==> src/rtl/dmem_arbiter.sv <==
// ---------------------------------------------------------------------------
// dmem_arbiter
//
// Two-port arbiter and access sequencer in front of the single-port data
// memory. Requester 0 is the core load/store path and requester 1 is the
// debug/DMA port. One request is latched at a time. The memory port is
// driven for exactly one ACCESS cycle, and a registered response follows
// in the RESP cycle. A new request can be accepted from RESP, so sustained
// throughput is one access every two cycles.
//
// Optional feature macro: DMEM_ARB_RR_EN
//   defined   -> round-robin tie-break; the requester that did not own the
//                previous access wins a tie
//   undefined -> fixed priority; requester 0 always wins a tie
//
// Ports
//   clk, rst_n            clock, asynchronous active-low reset
//   rN_req                access request; held stable until rN_gnt
//   rN_we                 1 = store, 0 = load
//   rN_addr  [AW-1:0]     byte address
//   rN_wdata [DW-1:0]     store data
//   rN_mask  [2:0]        funct3 size code (000,001,010,100,101 legal)
//   rN_gnt                one-cycle pulse, request accepted (ACCESS cycle)
//   rN_rvalid             one-cycle completion pulse (RESP cycle)
//   rN_rdata [DW-1:0]     load data while rN_rvalid, otherwise 0
//   rN_err                illegal size code / direction, valid with rvalid
//   mem_addr, mem_wr_data, mem_mask, mem_wr, mem_rd
//                         memory port, all zero outside ACCESS
//   mem_rdata [DW-1:0]    combinational read data from the memory
// ---------------------------------------------------------------------------
module dmem_arbiter #(
    parameter int AW = 32,
    parameter int DW = 32
) (
    input  logic          clk,
    input  logic          rst_n,

    input  logic          r0_req,
    input  logic          r0_we,
    input  logic [AW-1:0] r0_addr,
    input  logic [DW-1:0] r0_wdata,
    input  logic [2:0]    r0_mask,
    output logic          r0_gnt,
    output logic          r0_rvalid,
    output logic [DW-1:0] r0_rdata,
    output logic          r0_err,

    input  logic          r1_req,
    input  logic          r1_we,
    input  logic [AW-1:0] r1_addr,
    input  logic [DW-1:0] r1_wdata,
    input  logic [2:0]    r1_mask,
    output logic          r1_gnt,
    output logic          r1_rvalid,
    output logic [DW-1:0] r1_rdata,
    output logic          r1_err,

    output logic [AW-1:0] mem_addr,
    output logic [DW-1:0] mem_wr_data,
    output logic [2:0]    mem_mask,
    output logic          mem_wr,
    output logic          mem_rd,
    input  logic [DW-1:0] mem_rdata
);

    typedef enum logic [1:0] {
        IDLE   = 2'd0,
        ACCESS = 2'd1,
        RESP   = 2'd2
    } state_t;

    state_t        state_q, state_d;

    logic          owner_q;
    logic          we_q;
    logic [AW-1:0] addr_q;
    logic [DW-1:0] wdata_q;
    logic [2:0]    mask_q;
    logic [DW-1:0] rdata_q;
    logic          err_q;

    logic          any_req;
    logic          arb_en;
    logic          pick_r1;
    logic          illegal;

    assign any_req = r0_req | r1_req;

    // Arbitration happens whenever the sequencer can accept a new access,
    // which is from IDLE and also from RESP for back-to-back operation.
    assign arb_en  = any_req && ((state_q == IDLE) || (state_q == RESP));

`ifdef DMEM_ARB_RR_EN
    // rr_ptr_q = 1 gives requester 1 priority on the next tie. It is set to
    // the requester that did not win, at every arbitration.
    logic rr_ptr_q;

    assign pick_r1 = r1_req & (~r0_req | rr_ptr_q);

    // Round-robin priority pointer.
    always_ff @(posedge clk or negedge rst_n) begin
        if (!rst_n) begin
            rr_ptr_q <= 1'b0;
        end else if (arb_en) begin
            rr_ptr_q <= ~pick_r1;
        end
    end
`else
    assign pick_r1 = r1_req & ~r0_req;
`endif

    // Sub-word sizes 100/101 are unsigned loads only. 011, 110 and 111 are
    // never legal.
    assign illegal = (mask_q == 3'b011) || (mask_q[2:1] == 2'b11) ||
                     (mask_q[2] && we_q);

    // State register. Reset aborts any in-flight access immediately because
    // every memory-side output is decoded from this register.
    always_ff @(posedge clk or negedge rst_n) begin
        if (!rst_n) begin
            state_q <= IDLE;
        end else begin
            state_q <= state_d;
        end
    end

    // Next-state logic. ACCESS and RESP last exactly one cycle each.
    always_comb begin
        state_d = state_q;
        case (state_q)
            IDLE:    if (any_req) state_d = ACCESS;
            ACCESS:  state_d = RESP;
            RESP:    state_d = any_req ? ACCESS : IDLE;
            default: state_d = IDLE;
        endcase
    end

    // Request latch: the winner's fields are captured at arbitration so
    // the requester only needs to hold them until it sees gnt.
    always_ff @(posedge clk or negedge rst_n) begin
        if (!rst_n) begin
            owner_q <= 1'b0;
            we_q    <= 1'b0;
            addr_q  <= '0;
            wdata_q <= '0;
            mask_q  <= '0;
        end else if (arb_en) begin
            owner_q <= pick_r1;
            we_q    <= pick_r1 ? r1_we    : r0_we;
            addr_q  <= pick_r1 ? r1_addr  : r0_addr;
            wdata_q <= pick_r1 ? r1_wdata : r0_wdata;
            mask_q  <= pick_r1 ? r1_mask  : r0_mask;
        end
    end

    // Response register, loaded at the end of ACCESS. Only a legal load
    // keeps memory data; stores and illegal accesses return zero.
    always_ff @(posedge clk or negedge rst_n) begin
        if (!rst_n) begin
            rdata_q <= '0;
            err_q   <= 1'b0;
        end else if (state_q == ACCESS) begin
            rdata_q <= (!we_q && !illegal) ? mem_rdata : '0;
            err_q   <= illegal;
        end
    end

    // Output decode from state and owner. There is no path from req to any
    // output here.
    always_comb begin
        r0_gnt      = 1'b0;
        r1_gnt      = 1'b0;
        r0_rvalid   = 1'b0;
        r1_rvalid   = 1'b0;
        r0_rdata    = '0;
        r1_rdata    = '0;
        r0_err      = 1'b0;
        r1_err      = 1'b0;
        mem_addr    = '0;
        mem_wr_data = '0;
        mem_mask    = '0;
        mem_wr      = 1'b0;
        mem_rd      = 1'b0;

        if (state_q == ACCESS) begin
            r0_gnt      = ~owner_q;
            r1_gnt      = owner_q;
            mem_addr    = addr_q;
            mem_wr_data = wdata_q;
            mem_mask    = mask_q;
            mem_wr      = we_q & ~illegal;
            mem_rd      = ~we_q & ~illegal;
        end

        if (state_q == RESP) begin
            if (owner_q) begin
                r1_rvalid = 1'b1;
                r1_rdata  = rdata_q;
                r1_err    = err_q;
            end else begin
                r0_rvalid = 1'b1;
                r0_rdata  = rdata_q;
                r0_err    = err_q;
            end
        end
    end

endmodule

==> config.mk <==
export PLATFORM = sky130hd
export DESIGN_NAME = dmem_arbiter
export DESIGN_NICKNAME = d
export VERILOG_FILES = /design/src/rtl/dmem_arbiter.sv
export SDC_FILE = /design/constraint.sdc
export NUM_CORES = 1
export LEC_CHECK = 0
export BUFFER_PORTS_ARGS = -buffer_cell sky130_fd_sc_hd__buf_2
export CORE_AREA = 2 2 121 123
export CTS_CLUSTER_DIAMETER = 60
export DETAILED_ROUTE_END_ITERATION = 10
export DIE_AREA = 0 0 123 125
export PLACE_DENSITY = 0.73
export SETUP_SLACK_MARGIN = 0.1
export SKIP_LAST_GASP = 1
export SLEW_MARGIN = 30
export SYNTH_ARGS = -nofsm -noshare
export SYNTH_HDL_FRONTEND = slang
export SYNTH_SLANG_ARGS = --single-unit
==> constraint.sdc <==
create_clock -name clk -period 2 [get_ports clk]
set_input_delay 0.1 -clock clk [delete_from_list [all_inputs] [get_ports clk]]
set_output_delay 0.1 -clock clk [all_outputs]
set_load 0.005 [all_outputs]
==> results_dict.tcl <==
set metrics [dict create \
    crit_fanout 33 \
    grt_pass1_vias 4966 \
    dp_slack_ns 0.390 \
    placed_area_mm2 0.00689 \
    crit_type "reg -> out" \
    cp.arrival_ns 1.70 \
    synthesis.nets 719 \
    pwr-share-comb 0.252 \
    grt_max_degree 105 \
    required_ns 1.90 \
    synth_top_cell_by_area "dfrtp_1" \
    cts_tree "built" \
    netlist_instances 547 \
    clk_pin_slew_ns 0.07 \
    via_per_inst 4.95 \
    drv_slew 0 \
    timing.fmax_mhz 555 \
    clkPwrFrac 0.298 \
    synth_top_cell_area_share 0.497 \
    outcome "finished clean" \
    min_period_ns 1.80 \
    max_stage_delay_ns 0.38 \
    hp-class "in -> reg" \
    fp-row-count 44 \
    grt_pass1_wl_um 25100 \
    wl_per_cell_um 15.4 \
    root_buffer "clkbuf_16" \
    total_leakage_power_nw 3.85 \
    post-route-worst-setup-slack_ns 0.197 \
    worstPathCellList "nand2b_2 > inv_4 > and3_1 > buf_8 > buf_2" \
    slew_headroom 0.627 \
    antenna_found_initial 0 \
    dr.pass1.iters 4 \
    drt-initial-drc-count 245 \
    synthTopCellsByArea "dfrtp_1 50%, and2_1 16%, o32ai_1 11%, nor2_1 9.8%, a22o_1 5.4%" \
    critical-path-top-delay-family "buffers and inverters" \
    h-tree-depth 3 \
    cts_buffers 9 \
    io_pins 311 \
    power.internal_w 0.00421 \
    ys.warnings.count 0 \
    die_h_um 125 \
    port_buffers 310 \
    dieArea_mm2 0.0154 \
    power.density_mw_per_mm2 793 \
    cts_max_path_buffers 2 \
    ys_seq_elements 104 \
    wl_um 16200 \
    async_flop_share 1.00 \
    ys_seq_area_frac 0.497 \
    ys_types 20 \
    final_net_count 1032 \
    layout-drive-gt1-share 0.397 \
    tightest_slew_ns 0.560 \
    synthesis.area_mm2 0.00523 \
    endpoint_kind "output port" \
    insertion_delay_ns 0.34 \
    total_power_w 0.00598 \
    syn_area_per_cell_um2 9.56 \
    globalRouteOverflowTotal 0 \
    dp.final_hpwl_um 11200 \
    synth.most_common_cell "nor2_1" \
    final_util 0.531 \
    synth_top_cells_by_count "137 x nor2_1, 134 x and2_1, 104 x dfrtp_1, 68 x o32ai_1, 32 x a22o_1" \
    maxCapViolCount 0 \
    synth-edff-count 0 \
    rsz0062_at_grt "true" \
    grt_use_total 0.208 \
    syn2layout_area_growth_pct 44.1 \
    place_congestion 0.808 \
    drt.antenna.violating_nets 0 \
    drc 0 \
    startpoint_type "flip-flop" \
    antennaDiodeCount 0 \
    cp_slowest_cell "dfrtp_1" \
    fin_skew_ns 0.00735 \
    finalSetupViolations 0 \
    seqPwrFrac 0.450 \
    start_util 0.368 \
    swShare 0.296 \
    ir_worst_vdd_mv 0.373 \
    clock-sinks 104 \
    synth-main-ff-cell "dfrtp_1" \
    vias 5190 \
    core_mm2 0.0142 \
    final_area_mm2 0.00754 \
    finalHoldViolCount 0 \
    cts_setup_buffers 0 \
    fin_crit_sh 0.902 \
    crit_buf_inv 3 \
    p_switching_w 0.00177 \
    die_w_um 123 \
    setup_total_negative_slack_ns 0 \
]
==> final timing paths <==
check / cells after the start / to / startpoint / slack [ns]
min in group asynchronous: 3 / rdata_q[12]$_DFFE_PN0N_ / rst_n / 0.37
max in group asynchronous: 3 / wdata_q[15]$_DFFE_PN0P_ / rst_n / 1.21
hold reg to reg: 2 / wdata_q[19]$_DFFE_PN0P_ / wdata_q[19]$_DFFE_PN0P_ / 0.48
setup reg to reg: 5 / wdata_q[15]$_DFFE_PN0P_ / state_q[0]$_DFFE_PN0P_ / 0.38
setup / recovery: 5 / mem_rd / state_q[1]$_DFFE_PN0P_ / 0.20
hold / removal: 3 / wdata_q[21]$_DFFE_PN0P_ / r0_wdata[21] / 0.01
==> worst min-delay path, delay by kind of cell <==
family	cells	cell delay, ns
AOI/OAI and AO/OA	1	0.06
buffers and inverters	1	0.07
and+or+nand+nor	1	0.09
==> metrics by stage <==
step	cells	hold slack (ns)
after CTS	1048	0.000145
after global placement	999	0.212
after global routing	1048	0.00371
final	1048	0.0109
after floorplan	547	-0.196
after detailed placement	999	0.218
==> power by group through the flow <==
stage	Combinational [W]	Clock [W]	Sequential (W)
after global placement	0.00143	0	0.00271
after CTS	0.00152	0.00184	0.00269
after detailed placement	0.00146	0	0.00272
after global routing	0.00168	0.00195	0.00274
after floorplan	0.000852	0	0.00264
final	0.00150	0.00178	0.00269
==> routing by layer <==
| layer | share of wire | GRT usage |
|---|---|---|
| met1 | 0.41 | 0.246 |
| met2 | 0.50 | 0.364 |
| met3 | 0.078 | 0.0520 |
| met4 | 0.013 | 0.0695 |
| met5 | 0 | 0 |
==> kinds of logic after synthesis <==
kind of cell	after synthesis	share of synthesized area
compound gates	108	0.177
buf+inv	57	0.0576
flops	104	0.497
simple gates	278	0.268
==> final cells by class <==
cell class	count	area [um2]
clock buffer	11	243
clock inverter	4	55.1
fill	1311	6670
inverter	3	13.8
multi-input combinational	386	2330
sequential	104	2600
tap	184	230
timing repair buffer	356	2060
==> sequential cells by signal, summed over array words and instances, names as in the netlist <==
name	cells
state_q	2
rdata_q	32
mask_q	3
owner_q	1
we_q	1
addr_q	32
err_q	1
wdata_q	32
==> layout by cell type (no fill, tap or decap), types with 5 or more instances in the layout <==
cell type,Yosys,layout
a22o_1,32,32
and2_1,134,134
buf_12,0,5
buf_2,20,309
buf_4,4,6
clkbuf_16,0,9
dfrtp_1,104,103
dlygate4sd3_1,0,34
nor2_1,137,137
o32ai_1,68,68
==> what timing repair did <==
action | in CTS | in global routing
pin swaps | 0 | 0
hold buffers | 34 | 0
resized for setup | 1 | 3
hold endpoints to repair | 137 | 0
setup endpoints to repair | 1 | 4
No activity file was read; power rests on OpenSTA's default activity.
